File: src/rtl/axis_pkg.sv
// Shared types and default widths for the AXI-stream frame length checker.
package axis_pkg;

  // PASS forwards beats; DROP swallows the tail of a truncated frame.
  typedef enum logic {
    ST_PASS = 1'b0,
    ST_DROP = 1'b1
  } len_state_t;

  localparam int DEF_DATA_WIDTH = 8;
  localparam int DEF_LEN_WIDTH  = 16;
  localparam int DEF_MIN_LEN    = 2;
  localparam int DEF_MAX_LEN    = 4;

endpackage

File: src/rtl/axis_reg_stage.sv
// Single-entry AXI-stream register slice; accepts a new beat in the same
// cycle the held beat leaves, so it sustains one beat per cycle.
module axis_reg_stage #(
  parameter int DATA_WIDTH = 8
) (
  input  logic                  clk,
  input  logic                  rst,
  input  logic [DATA_WIDTH-1:0] i_tdata,
  input  logic                  i_tvalid,
  input  logic                  i_tlast,
  input  logic                  i_tuser,
  output logic                  o_ready,
  output logic [DATA_WIDTH-1:0] o_tdata,
  output logic                  o_tvalid,
  output logic                  o_tlast,
  output logic                  o_tuser,
  input  logic                  i_tready
);

  logic [DATA_WIDTH-1:0] r_tdata;
  logic                  r_tvalid;
  logic                  r_tlast;
  logic                  r_tuser;

  // Room for a beat when empty or when the held beat is leaving this cycle.
  assign o_ready  = i_tready || !r_tvalid;
  assign o_tdata  = r_tdata;
  assign o_tvalid = r_tvalid;
  assign o_tlast  = r_tlast;
  assign o_tuser  = r_tuser;

  // Load on accept, drop valid once the downstream takes the held beat.
  always_ff @(posedge clk) begin
    if (rst) begin
      r_tdata  <= '0;
      r_tvalid <= 1'b0;
      r_tlast  <= 1'b0;
      r_tuser  <= 1'b0;
    end else if (i_tvalid && o_ready) begin
      r_tdata  <= i_tdata;
      r_tvalid <= 1'b1;
      r_tlast  <= i_tlast;
      r_tuser  <= i_tuser;
    end else if (i_tready) begin
      r_tvalid <= 1'b0;
    end
  end

endmodule

File: src/rtl/axis_frame_len_check.sv
// AXI-stream frame length checker: forwards frames through one register
// stage, truncates frames longer than MAX_LEN (marking the cut beat with
// tlast+tuser and discarding the rest), flags short or tuser-tainted frames,
// and reports each frame's forwarded length with a one-cycle status pulse.
// Optional macro AXIS_LEN_STATS_EN adds saturating good/bad frame counters.
module axis_frame_len_check
  import axis_pkg::*;
#(
  parameter int DATA_WIDTH = DEF_DATA_WIDTH,
  parameter int LEN_WIDTH  = DEF_LEN_WIDTH,
  parameter int MIN_LEN    = DEF_MIN_LEN,
  parameter int MAX_LEN    = DEF_MAX_LEN
) (
  input  logic                  clk,
  input  logic                  rst,
  input  logic [DATA_WIDTH-1:0] input_axis_tdata,
  input  logic                  input_axis_tvalid,
  output logic                  input_axis_tready,
  input  logic                  input_axis_tlast,
  input  logic                  input_axis_tuser,
  output logic [DATA_WIDTH-1:0] output_axis_tdata,
  output logic                  output_axis_tvalid,
  input  logic                  output_axis_tready,
  output logic                  output_axis_tlast,
  output logic                  output_axis_tuser,
  output logic [LEN_WIDTH-1:0]  frame_len,
  output logic                  frame_len_valid,
  output logic                  frame_bad
`ifdef AXIS_LEN_STATS_EN
  ,
  output logic [31:0]           good_count,
  output logic [31:0]           bad_count
`endif
);

  localparam logic [LEN_WIDTH-1:0] CNT_SAT = '1;
  localparam logic [LEN_WIDTH-1:0] MIN_L   = LEN_WIDTH'(MIN_LEN);
  localparam logic [LEN_WIDTH-1:0] MAX_L   = LEN_WIDTH'(MAX_LEN);

  len_state_t           r_state;
  logic [LEN_WIDTH-1:0] r_cnt;
  logic                 r_user_acc;
  logic [LEN_WIDTH-1:0] r_frame_len;
  logic                 r_len_vld;
  logic                 r_bad;

  logic                 w_stage_ready;
  logic                 w_tready;
  logic                 w_accept;
  logic                 w_pass_beat;
  logic [LEN_WIDTH-1:0] w_beat_num;
  logic                 w_trunc;
  logic                 w_end;
  logic                 w_frame_bad;
  logic                 w_out_last;
  logic                 w_out_user;

  // Ordinal of the beat being offered, saturating so it can never wrap.
  assign w_beat_num  = (r_cnt == CNT_SAT) ? r_cnt : r_cnt + LEN_WIDTH'(1);

  // DROP sinks beats unconditionally; PASS follows the output slice.
  assign w_tready    = !rst && ((r_state == ST_DROP) || w_stage_ready);
  assign w_accept    = input_axis_tvalid && w_tready;
  assign w_pass_beat = w_accept && (r_state == ST_PASS);

  // Cut the frame on beat MAX_LEN unless it is the genuine last beat.
  assign w_trunc     = w_pass_beat && !input_axis_tlast && (w_beat_num >= MAX_L);
  assign w_end       = w_pass_beat && input_axis_tlast;
  assign w_frame_bad = (w_beat_num < MIN_L) || r_user_acc || input_axis_tuser;
  assign w_out_last  = input_axis_tlast || w_trunc;
  assign w_out_user  = w_trunc || (input_axis_tlast && w_frame_bad);

  assign input_axis_tready = w_tready;
  assign frame_len         = r_frame_len;
  assign frame_len_valid   = r_len_vld;
  assign frame_bad         = r_bad;

  axis_reg_stage #(
    .DATA_WIDTH (DATA_WIDTH)
  ) u_out (
    .clk      (clk),
    .rst      (rst),
    .i_tdata  (input_axis_tdata),
    .i_tvalid (w_pass_beat),
    .i_tlast  (w_out_last),
    .i_tuser  (w_out_user),
    .o_ready  (w_stage_ready),
    .o_tdata  (output_axis_tdata),
    .o_tvalid (output_axis_tvalid),
    .o_tlast  (output_axis_tlast),
    .o_tuser  (output_axis_tuser),
    .i_tready (output_axis_tready)
  );

  // Frame FSM, beat counter, tuser accumulator and status pulse generation.
  always_ff @(posedge clk) begin
    if (rst) begin
      r_state     <= ST_PASS;
      r_cnt       <= '0;
      r_user_acc  <= 1'b0;
      r_frame_len <= '0;
      r_len_vld   <= 1'b0;
      r_bad       <= 1'b0;
    end else begin
      r_len_vld <= 1'b0;
      r_bad     <= 1'b0;
      if (w_accept) begin
        case (r_state)
          ST_PASS: begin
            if (w_end || w_trunc) begin
              r_cnt       <= '0;
              r_user_acc  <= 1'b0;
              r_frame_len <= w_beat_num;
              r_len_vld   <= 1'b1;
              r_bad       <= w_trunc || w_frame_bad;
              r_state     <= w_trunc ? ST_DROP : ST_PASS;
            end else begin
              r_cnt      <= w_beat_num;
              r_user_acc <= r_user_acc || input_axis_tuser;
            end
          end
          ST_DROP: begin
            // Status for this frame already went out at the cut beat.
            if (input_axis_tlast) r_state <= ST_PASS;
          end
          default: r_state <= ST_PASS;
        endcase
      end
    end
  end

`ifdef AXIS_LEN_STATS_EN
  logic [31:0] r_good_count;
  logic [31:0] r_bad_count;

  assign good_count = r_good_count;
  assign bad_count  = r_bad_count;

  // Saturating per-frame tallies, stepped by each status pulse.
  always_ff @(posedge clk) begin
    if (rst) begin
      r_good_count <= '0;
      r_bad_count  <= '0;
    end else if (r_len_vld) begin
      if (r_bad) begin
        if (r_bad_count != 32'hFFFF_FFFF) r_bad_count <= r_bad_count + 32'd1;
      end else begin
        if (r_good_count != 32'hFFFF_FFFF) r_good_count <= r_good_count + 32'd1;
      end
    end
  end
`endif

endmodule

File: config.mk
export PLATFORM = sky130hd
export DESIGN_NAME = axis_frame_len_check
export DESIGN_NICKNAME = d
export VERILOG_FILES = /design/src/rtl/axis_pkg.sv /design/src/rtl/axis_reg_stage.sv /design/src/rtl/axis_frame_len_check.sv
export SDC_FILE = /design/constraint.sdc
export NUM_CORES = 1
export LEC_CHECK = 0
export ABC_AREA = 0
export BUFFER_PORTS_ARGS = -buffer_cell sky130_fd_sc_hd__buf_2
export CELL_PAD_IN_SITES_DETAIL_PLACEMENT = 1
export CELL_PAD_IN_SITES_GLOBAL_PLACEMENT = 2
export CORE_MARGIN = 8
export CORE_UTILIZATION = 29
export DETAILED_ROUTE_END_ITERATION = 10
export PLACE_DENSITY = 0.85
export SYNTH_ARGS = -nofsm -noshare
export SYNTH_HDL_FRONTEND = slang
export SYNTH_SLANG_ARGS = --single-unit
File: constraint.sdc
create_clock -name clk -period 2.6 [get_ports clk]
set_input_delay 0.52 -clock clk [delete_from_list [all_inputs] [get_ports clk]]
set_output_delay 0.52 -clock clk [all_outputs]
set_load 0.01 [all_outputs]
==> impl_results.rst, run 1 <==
.. list-table::
   :header-rows: 1

   * - Metric
     - Value
   * - Result of the run
     - finished clean
   * - Share of total power consumed by net switching
     - 0.241
   * - Number of storage elements in the synthesis netlist
     - between 40 and 50
   * - Required time at the endpoint of the critical path
     - ~2.8 ns
   * - Area contributors post-synth
     - dfxtp_1 42%, nand2_1 5.4%, a21oi_1 3.1%
   * - Clock root cell
     - clkbuf_8
   * - Syn Nets
     - ~270
   * - Worst endpoint data arrival time
     - between 2 and 3 ns
   * - Drt wl/cell
     - 15.9 um
   * - Total wire length
     - 6.52 mm
   * - Destination of the worst register-to-register timing path
     - r_cnt[1]
   * - Count of flip-flops with a built-in enable after synthesis
     - 0
   * - Initial antenna violation count
     - 0
   * - Starting density of the core
     - 0.295
   * - Part of the power in combinational logic
     - 0.087
   * - Placed wire-length estimate after detailed placement
     - 4.81 mm
   * - Core ar.
     - ~7600 um2
   * - Chip Width
     - between 100 and 150 um
   * - Most frequent cells after synthesis
     - 47 x dfxtp_1, 32 x nand2_1, 14 x a21oi_1, 12 x buf_2, 12 x o21ai_0
   * - Largest net degree at the start of global routing
     - 30
   * - Internal power
     - 0.986 mW
   * - Inserted Clock Buffers
     - 5
   * - CTS sink cnt
     - 47
   * - Launch point of the worst reg-to-reg path
     - r_cnt[6]
   * - Floorplan die area
     - about 11000 um2
   * - Initial detailed-routing violation count
     - 62
   * - Latest clock arrival within the worst-skew pair
     - about 0.3 ns
   * - Relative contribution of sequential cells to total power
     - 0.569
   * - Final instance count without filler cells
     - 411
   * - H-tree lvl count
     - 2
   * - First-pass GRT wire length
     - ~11 mm
   * - Port Buffers
     - 43
   * - Cell at the slowest stage of the critical path
     - dfxtp_4
   * - Share of the yosys chip area belonging to registers
     - 0.419
   * - DR WL met2
     - 3.16 mm
   * - Transition time at the pin with the least slew margin
     - a little under 0.6 ns
   * - Startpoint of the lowest-slack hold path
     - input_axis_tdata[5]
   * - Cell-by-cell trace of the critical path
     - nand4_4 > buf_4 > o41ai_2 > o311ai_1 > a211o_1 > nor4_4 > buf_6 > nand2_1 > o32ai_1
   * - 1st-pass router iterations
     - 4
   * - Hold-fix buffer count after cts
     - 0
   * - Post-Layout Inst Area
     - about 2800 um2
   * - Cell area reported after detailed placement
     - 2630 um2
   * - TritonCTS clock tree
     - done
   * - Worst setup slack after layout
     - roughly 0.12 ns
   * - Power density over the cells
     - roughly 470 nW/um2
   * - Post-Synthesis Cells
     - between 200 and 300
   * - Slew margin rel.
     - 0.607
   * - Share of cells above drive strength 1
     - 0.330
   * - Clock skew
     - about 0.0075 ns
   * - Synth cell types
     - 54
   * - Post-Place Cells
     - 400
   * - Hold EP
     - u_out.o_tdata[5]
   * - Kind of critical path
     - flop to flop
   * - Remaining antenna violation count after routing
     - 0
   * - Worst hold path class
     - input pin to flop
   * - Fraction of registers with async set or reset after synthesis
     - 0
   * - Global-route usage over all layers
     - 0.121
   * - Finish-stage setup viols
     - 0
   * - Number of max-cap violations
     - 0
   * - Top-area cell type share of the netlist area
     - 0.419
   * - Routed wire length on met3
     - about 190 um
   * - Global placer's final weighted congestion
     - between 0.8 and 0.9
   * - Number of cells on the worst reg-to-reg path
     - 9
   * - Maximum fanout along the worst path
     - 16
   * - Vert. Die Dim
     - a little over 100 um
   * - Critical path endpoint category
     - flop
   * - Hold Path Depth
     - 3
   * - Number of remaining DRC errors
     - 0
   * - CP Launch Point
     - r_cnt[6]
   * - FMAX
     - about 400 MHz
   * - Mean number of vias per cell
     - between 5 and 6
   * - Grt total ovfl
     - 0
   * - Synthesis-to-finish area growth
     - 24.0%
   * - Delay contributed by the slowest stage of the critical path
     - roughly 0.40 ns
   * - Clock share of power
     - 0.344
   * - Clk pin slew, worst setup/hold paths
     - about 0.09 ns
   * - Worst setup timing slack at the placement stage
     - 0.0950 ns
   * - NumNets Final
     - about 320
   * - Worst IR drop on VDD
     - 0.000344 V
   * - Routed met1 length
     - ~3 mm
   * - Fraction of the cycle the final worst path needs
     - 0.955
   * - Flip-flop cell with the highest count after synthesis
     - dfxtp_1
   * - Critical Path Source Type
     - flop
   * - Via count of the first global-routing pass
     - roughly 2100
   * - Switching power total
     - 0.313 mW
   * - Top layer in use
     - met4
   * - Number of buffers on the longest clock path
     - 2
   * - Cell with the most instances after synthesis
     - dfxtp_1
   * - Worst hold margin
     - 0.448 ns
   * - Final worst path period need
     - approximately 2.5 ns
   * - Cell accounting for the most synthesized area
     - dfxtp_1
   * - Slack of the worst reg-to-reg path
     - ~0.12 ns
   * - Io pins
     - 44
   * - Floorplan row count
     - 32
   * - Synth warn
     - 0
   * - Fraction of the core area covered by cells at the end of the flow
     - 0.366
   * - Final number of max-transition violations
     - 0
   * - Mean area per synthesized cell
     - 8.73 um2
   * - Final hold violation count
     - 0
   * - Total number of vias
     - around 2100
   * - Cell Area, Synth
     - around 2200 um2
   * - Antenna fix cells
     - 0
   * - Leakage Power
     - 1.17 nW
## worst max path at each step
stage | to | slack [ns] | cells after the start
2_1_floorplan | frame_len[8] | 0.02 | 9
3_3_place_gp | u_out.o_tuser | 0.1 | 9
3_5_place_dp | r_cnt[1] | 0.09 | 9
4_1_cts | u_out.o_tuser | 0.04 | 9
5_1_grt | r_user_acc | -0.02 | 10
6_report | r_cnt[1] | 0.12 | 9
## power by group through the flow
stage | Sequential (mW) | Clock (mW) | Combinational [mW]
6_report | 0.740 | 0.447 | 0.112
5_1_grt | 0.742 | 0.489 | 0.124
4_1_cts | 0.741 | 0.465 | 0.109
3_5_place_dp | 0.758 | 0 | 0.109
3_3_place_gp | 0.757 | 0 | 0.106
2_1_floorplan | 0.765 | 0 | 0.0521
## state kept, by name, summed over array words and instances, names as in the netlist
register	flops
u_out.o_tvalid	1
r_cnt	16
frame_len	16
r_state	1
frame_len_valid	1
frame_bad	1
r_user_acc	1
u_out.o_tlast	1
u_out.o_tdata	8
u_out.o_tuser	1
## layout make-up
class,instances,area [um2]
well taps,102,128
fillers,935,4820
inverters,3,11.3
repair buffers,67,399
flip-flops and latches,47,947
clock inverters,1,5.00
clock buffers,6,82.6
multi-input cells,185,1210
## cell families after synthesis
family | count (synthesis) | share of synthesized area
XOR/XNOR | 6 | 0.0234
AO/OA/AOI/OAI | 68 | 0.216
flip-flops | 47 | 0.419
buffers and inverters | 25 | 0.0569
multiplexers | 3 | 0.0139
AND/OR/NAND/NOR | 107 | 0.265
adder cells (fa/ha/maj) | 1 | 0.00557
## timing repair
action | CTS | global route
gates resized for setup | 0 | 11
setup endpoints to repair | 0 | 17
setup buffers | 0 | 4
## cells in the final DEF, fill, tap and decap left out, types with 9 or more instances in the layout
cell type / count
and3_1: 11
nand2_1: 32
a21oi_1: 14
buf_4: 23
buf_2: 43
dfxtp_1: 44
o21ai_0: 12
nand3_1: 9
and2_1: 9
## critical path, delay by kind of cell (launching register included)
kind	cells	cell delay [ns]
AO/OA/AOI/OAI	4	1.01
AND/OR/NAND/NOR	3	0.60
buffers and inverters	2	0.41
flip-flops	1	0.40
## stage by stage
stage	setup TNS [ns]	power, mW
after floorplan	0	0.818
after global placement	0	0.863
after detailed placement	0	0.866
after CTS	0	1.31
after global routing	-0.0452	1.35
final	0	1.30
## routing by layer
metal | vias up | global-route usage
met5 | - | 0
met3 | 9 | 0.0260
met1 | 1013 | 0.153
met4 | 0 | 0.0434
li1 | 1028 | -
met2 | 33 | 0.197
Note: power is estimated with default switching activity, not from simulation.
==> run 2: changes to the inputs <==
--- a/config.mk
+++ b/config.mk
@@ -10,9 +10,11 @@
 export CELL_PAD_IN_SITES_DETAIL_PLACEMENT = 1
 export CELL_PAD_IN_SITES_GLOBAL_PLACEMENT = 2
 export CORE_MARGIN = 8
-export CORE_UTILIZATION = 29
+export CORE_UTILIZATION = 30
+export CTS_BUF_LIST = sky130_fd_sc_hd__clkbuf_8
 export DETAILED_ROUTE_END_ITERATION = 10
-export PLACE_DENSITY = 0.85
+export PLACE_DENSITY = 0.87
+export SETUP_SLACK_MARGIN = 0.15
 export SYNTH_ARGS = -nofsm -noshare
 export SYNTH_HDL_FRONTEND = slang
 export SYNTH_SLANG_ARGS = --single-unit
==> constraint.sdc (replaced) <==
create_clock -name clk -period 2.2 [get_ports clk]
set_input_delay 0.44 -clock clk [delete_from_list [all_inputs] [get_ports clk]]
set_output_delay 0.44 -clock clk [all_outputs]
set_load 0.01 [all_outputs]
==> run 2 against run 1 <==
Compared with the run above:
- the flow now finishes with violations (negative setup slack)
- global-route usage is 3.2 points higher
- non-clock buffer count is 50 higher
- combinational power is 32% higher
- final cell count is 12% higher
- routed wire length is 19% higher
- maximum frequency is 2.5% lower
- worst hold slack worse by 0.084 ns
- via count is 9.1% higher
==> impl_results.rst, run 2 (synthesized netlist as in run 1, its figures left out) <==
.. list-table::
   :header-rows: 1

   * - Metric
     - Value
   * - Result of the run
     - finished with violations
   * - Failing checks
     - negative setup slack
   * - Number of cells on the worst reg-to-reg path
     - 10 (+1)
   * - Final worst path period need
     - 2.55 ns (+0.0643 ns)
   * - Worst hold path class
     - input pin to flop
   * - Final number of max-transition violations
     - 0 (unchanged)
   * - Floorplan row count
     - 31 (-3.1%)
   * - Number of buffers on the longest clock path
     - 2 (unchanged)
   * - Power density over the cells
     - 503 nW/um2 (+7.7%)
   * - Clk pin slew, worst setup/hold paths
     - 0.09 ns (about the same)
   * - Most common library cell in the layout ignoring fill and taps
     - buf_4
   * - Fraction of the core area covered by cells at the end of the flow
     - 0.456 (+0.0905)
   * - FMAX
     - 393 MHz (-2.5%)
   * - TritonCTS clock tree
     - done
   * - Slack of the worst reg-to-reg path
     - -0.35 ns (-0.46 ns)
   * - Chip Width
     - 103 um (-1.4%)
   * - Core ar.
     - 7250 um2 (-4.7%)
   * - Initial detailed-routing violation count
     - 74 (+19%)
   * - Total wire length
     - 7.73 mm (+19%)
   * - Initial antenna violation count
     - 0 (unchanged)
   * - Filler instances
     - 872 (-6.7%)
   * - Finish-stage setup viols
     - 24 (+24)
   * - Number of max-cap violations
     - 0 (unchanged)
   * - Worst IR drop on VDD
     - 0.000238 V (-31%)
   * - Hold Path Depth
     - 3 (unchanged)
   * - Cell-by-cell trace of the critical path
     - ha_4 > nand4_1 > buf_4 > buf_4 > nor2_4 > nand3_1 > a211o_1 > nor4_4 > nand2b_4 > mux2_4
   * - Kind of cell with the highest combined delay on the critical path
     - simple AND/OR/NAND/NOR gates
   * - Global placer's final weighted congestion
     - 0.846 (-2.6%)
   * - Io pins
     - 44 (unchanged)
   * - Clock skew
     - 0.0127 ns (+0.00529 ns)
   * - Vert. Die Dim
     - 103 um (-1.4%)
   * - Via count of the first global-routing pass
     - 2399 (+12%)
   * - Latest clock arrival within the worst-skew pair
     - 0.31 ns (about the same)
   * - Critical Path Source Type
     - flop
   * - Setup repair after global routing missed its margin
     - yes
   * - Cell occurring most often along the worst timing path
     - buf_4
   * - Hold-fix buffer count after cts
     - 0 (unchanged)
   * - Worst setup slack after layout
     - -0.347 ns (-0.464 ns)
   * - Maximum fanout along the worst path
     - 4 (-12)
   * - Placed wire-length estimate after detailed placement
     - 5.56 mm (+16%)
   * - Total number of vias
     - 2273 (+9.1%)
   * - Final-layout setup total negative slack
     - -6.50 ns (-6.50 ns)
   * - Transition time at the pin with the least slew margin
     - 0.454 ns (-0.134 ns)
   * - Worst endpoint data arrival time
     - 2.74 ns (+0.05 ns)
   * - Port Buffers
     - 43 (unchanged)
   * - Startpoint of the lowest-slack hold path
     - input_axis_tdata[4]
   * - Post-Place Cells
     - 439 (+9.8%)
   * - Delay contributed by the slowest stage of the critical path
     - 0.40 ns (about the same)
   * - Kind of critical path
     - flop to flop
   * - Remaining antenna violation count after routing
     - 0 (unchanged)
   * - 1st-pass router iterations
     - 4 (unchanged)
   * - Worst path bufs/invs
     - 2 (unchanged)
   * - Launch point of the worst reg-to-reg path
     - r_cnt[0]
   * - Clock root cell
     - clkbuf_8
   * - Total power of the final layout
     - 1.66 mW (+28%)
   * - CP Launch Point
     - r_cnt[0]
   * - Register cell area after layout
     - 961 um2 (+1.5%)
   * - Synthesis-to-finish area growth
     - 47.4%
   * - Floorplan die area
     - 10500 um2 (-2.8%)
   * - First-pass GRT wire length
     - 12.6 mm (+16%)
   * - NumNets Final
     - 374 (+15%)
   * - Final hold violation count
     - 0 (unchanged)
   * - Cell at the slowest stage of the critical path
     - dfxtp_4
   * - CTS sink cnt
     - 47 (unchanged)
   * - Total area of multi-input combinational cells
     - 1300 um2 (+7.5%)
   * - Number of remaining DRC errors
     - 0 (unchanged)
   * - Worst hold margin
     - 0.365 ns (-0.0837 ns)
   * - H-tree lvl count
     - 2 (unchanged)
   * - Highest-count cells in the layout ignoring fill and taps
     - 69 x buf_4, 43 x buf_2, 39 x dfxtp_1
   * - Critical path endpoint category
     - flop
   * - Inserted Clock Buffers
     - 5 (unchanged)
   * - Destination of the worst register-to-register timing path
     - frame_len[8]
   * - Starting density of the core
     - 0.309 (+0.0144)
   * - Final instance count without filler cells
     - 459 (+12%)
   * - Required time at the endpoint of the critical path
     - 2.39 ns (-0.42 ns)
   * - Antenna fix cells
     - 0 (unchanged)
   * - Share of cells above drive strength 1
     - 0.461 (+0.131)
   * - Hold EP
     - u_out.o_tdata[4]
   * - Leakage Power
     - 1.48 nW (+26%)
   * - Mean number of vias per cell
     - 4.95 (-2.3%)
   * - Grt total ovfl
     - 0 (unchanged)
   * - Slew margin rel.
     - 0.694 (+0.0878)
   * - Fraction of the cycle the final worst path needs
     - 1.16 (+0.203)
   * - Largest net degree at the start of global routing
     - 22 (-27%)
   * - Global-route usage over all layers
     - 0.153 (+0.0319)
   * - Drt wl/cell
     - 16.8 um (+6.2%)
## run 2: changes by cell type in the layout (fill, tap and decap cells not counted), moves of 2 or more
cell	change
buf_4	+46
dfxtp_1	-5
buf_6	+3
dfxtp_4	+3
dfxtp_2	+2
nor2_1	-2
## run 2: worst max path at each step
stage                    end  slack (ns)  depth (start not counted)
6_report        frame_len[8]       -0.35                         10
4_1_cts         frame_len[8]       -0.28                          9
5_1_grt         frame_len[8]       -0.44                          9
2_1_floorplan   frame_len[8]       -0.22                          9
3_3_place_gp    frame_len[4]       -0.31                          9
3_5_place_dp   u_out.o_tuser       -0.34                         10
## run 2: worst register-to-register path, cell delays in order, from the launching register on
cell,delay (ns)
dfxtp_4,0.40
ha_4,0.15
nand4_1,0.15
buf_4,0.19
buf_4,0.13
nor2_4,0.11
nand3_1,0.11
a211o_1,0.34
nor4_4,0.33
nand2b_4,0.23
mux2_4,0.30
## run 2: final cells by class
type | instances | share of cell area
clock buffers | 5 | 0.0208
clock inverters | 3 | 0.0129
inverters | 3 | 0.00416
multi-input cells | 185 | 0.393
flip-flops and latches | 47 | 0.290
well taps | 99 | 0.0374
repair buffers | 117 | 0.241
## run 2: timing repair
action	4_1_cts	5_1_grt
setup endpoints to repair	24	24
pin swaps	8	2
setup buffers	11	1
resized for setup	19	6
## run 2: stage by stage
stage,area [um2],worst slack [ns]
after floorplan,2330,-0.220
after global placement,3020,-0.307
after detailed placement,3020,-0.336
after CTS,3290,-0.278
after global routing,3310,-0.437
final,3310,-0.347
## run 2: report_power, final
part	internal [mW]	leakage, nW	switching [mW]
sequential	0.864	0.386	0.00985
clock	0.339	0.0562	0.303
combinational	0.0616	1.03	0.0863
## run 2: layer usage
layer	wire length (um)	track usage
met5	0	0
met4	160	0.0508
met3	175	0.0250
met2	3790	0.262
met1	3610	0.189
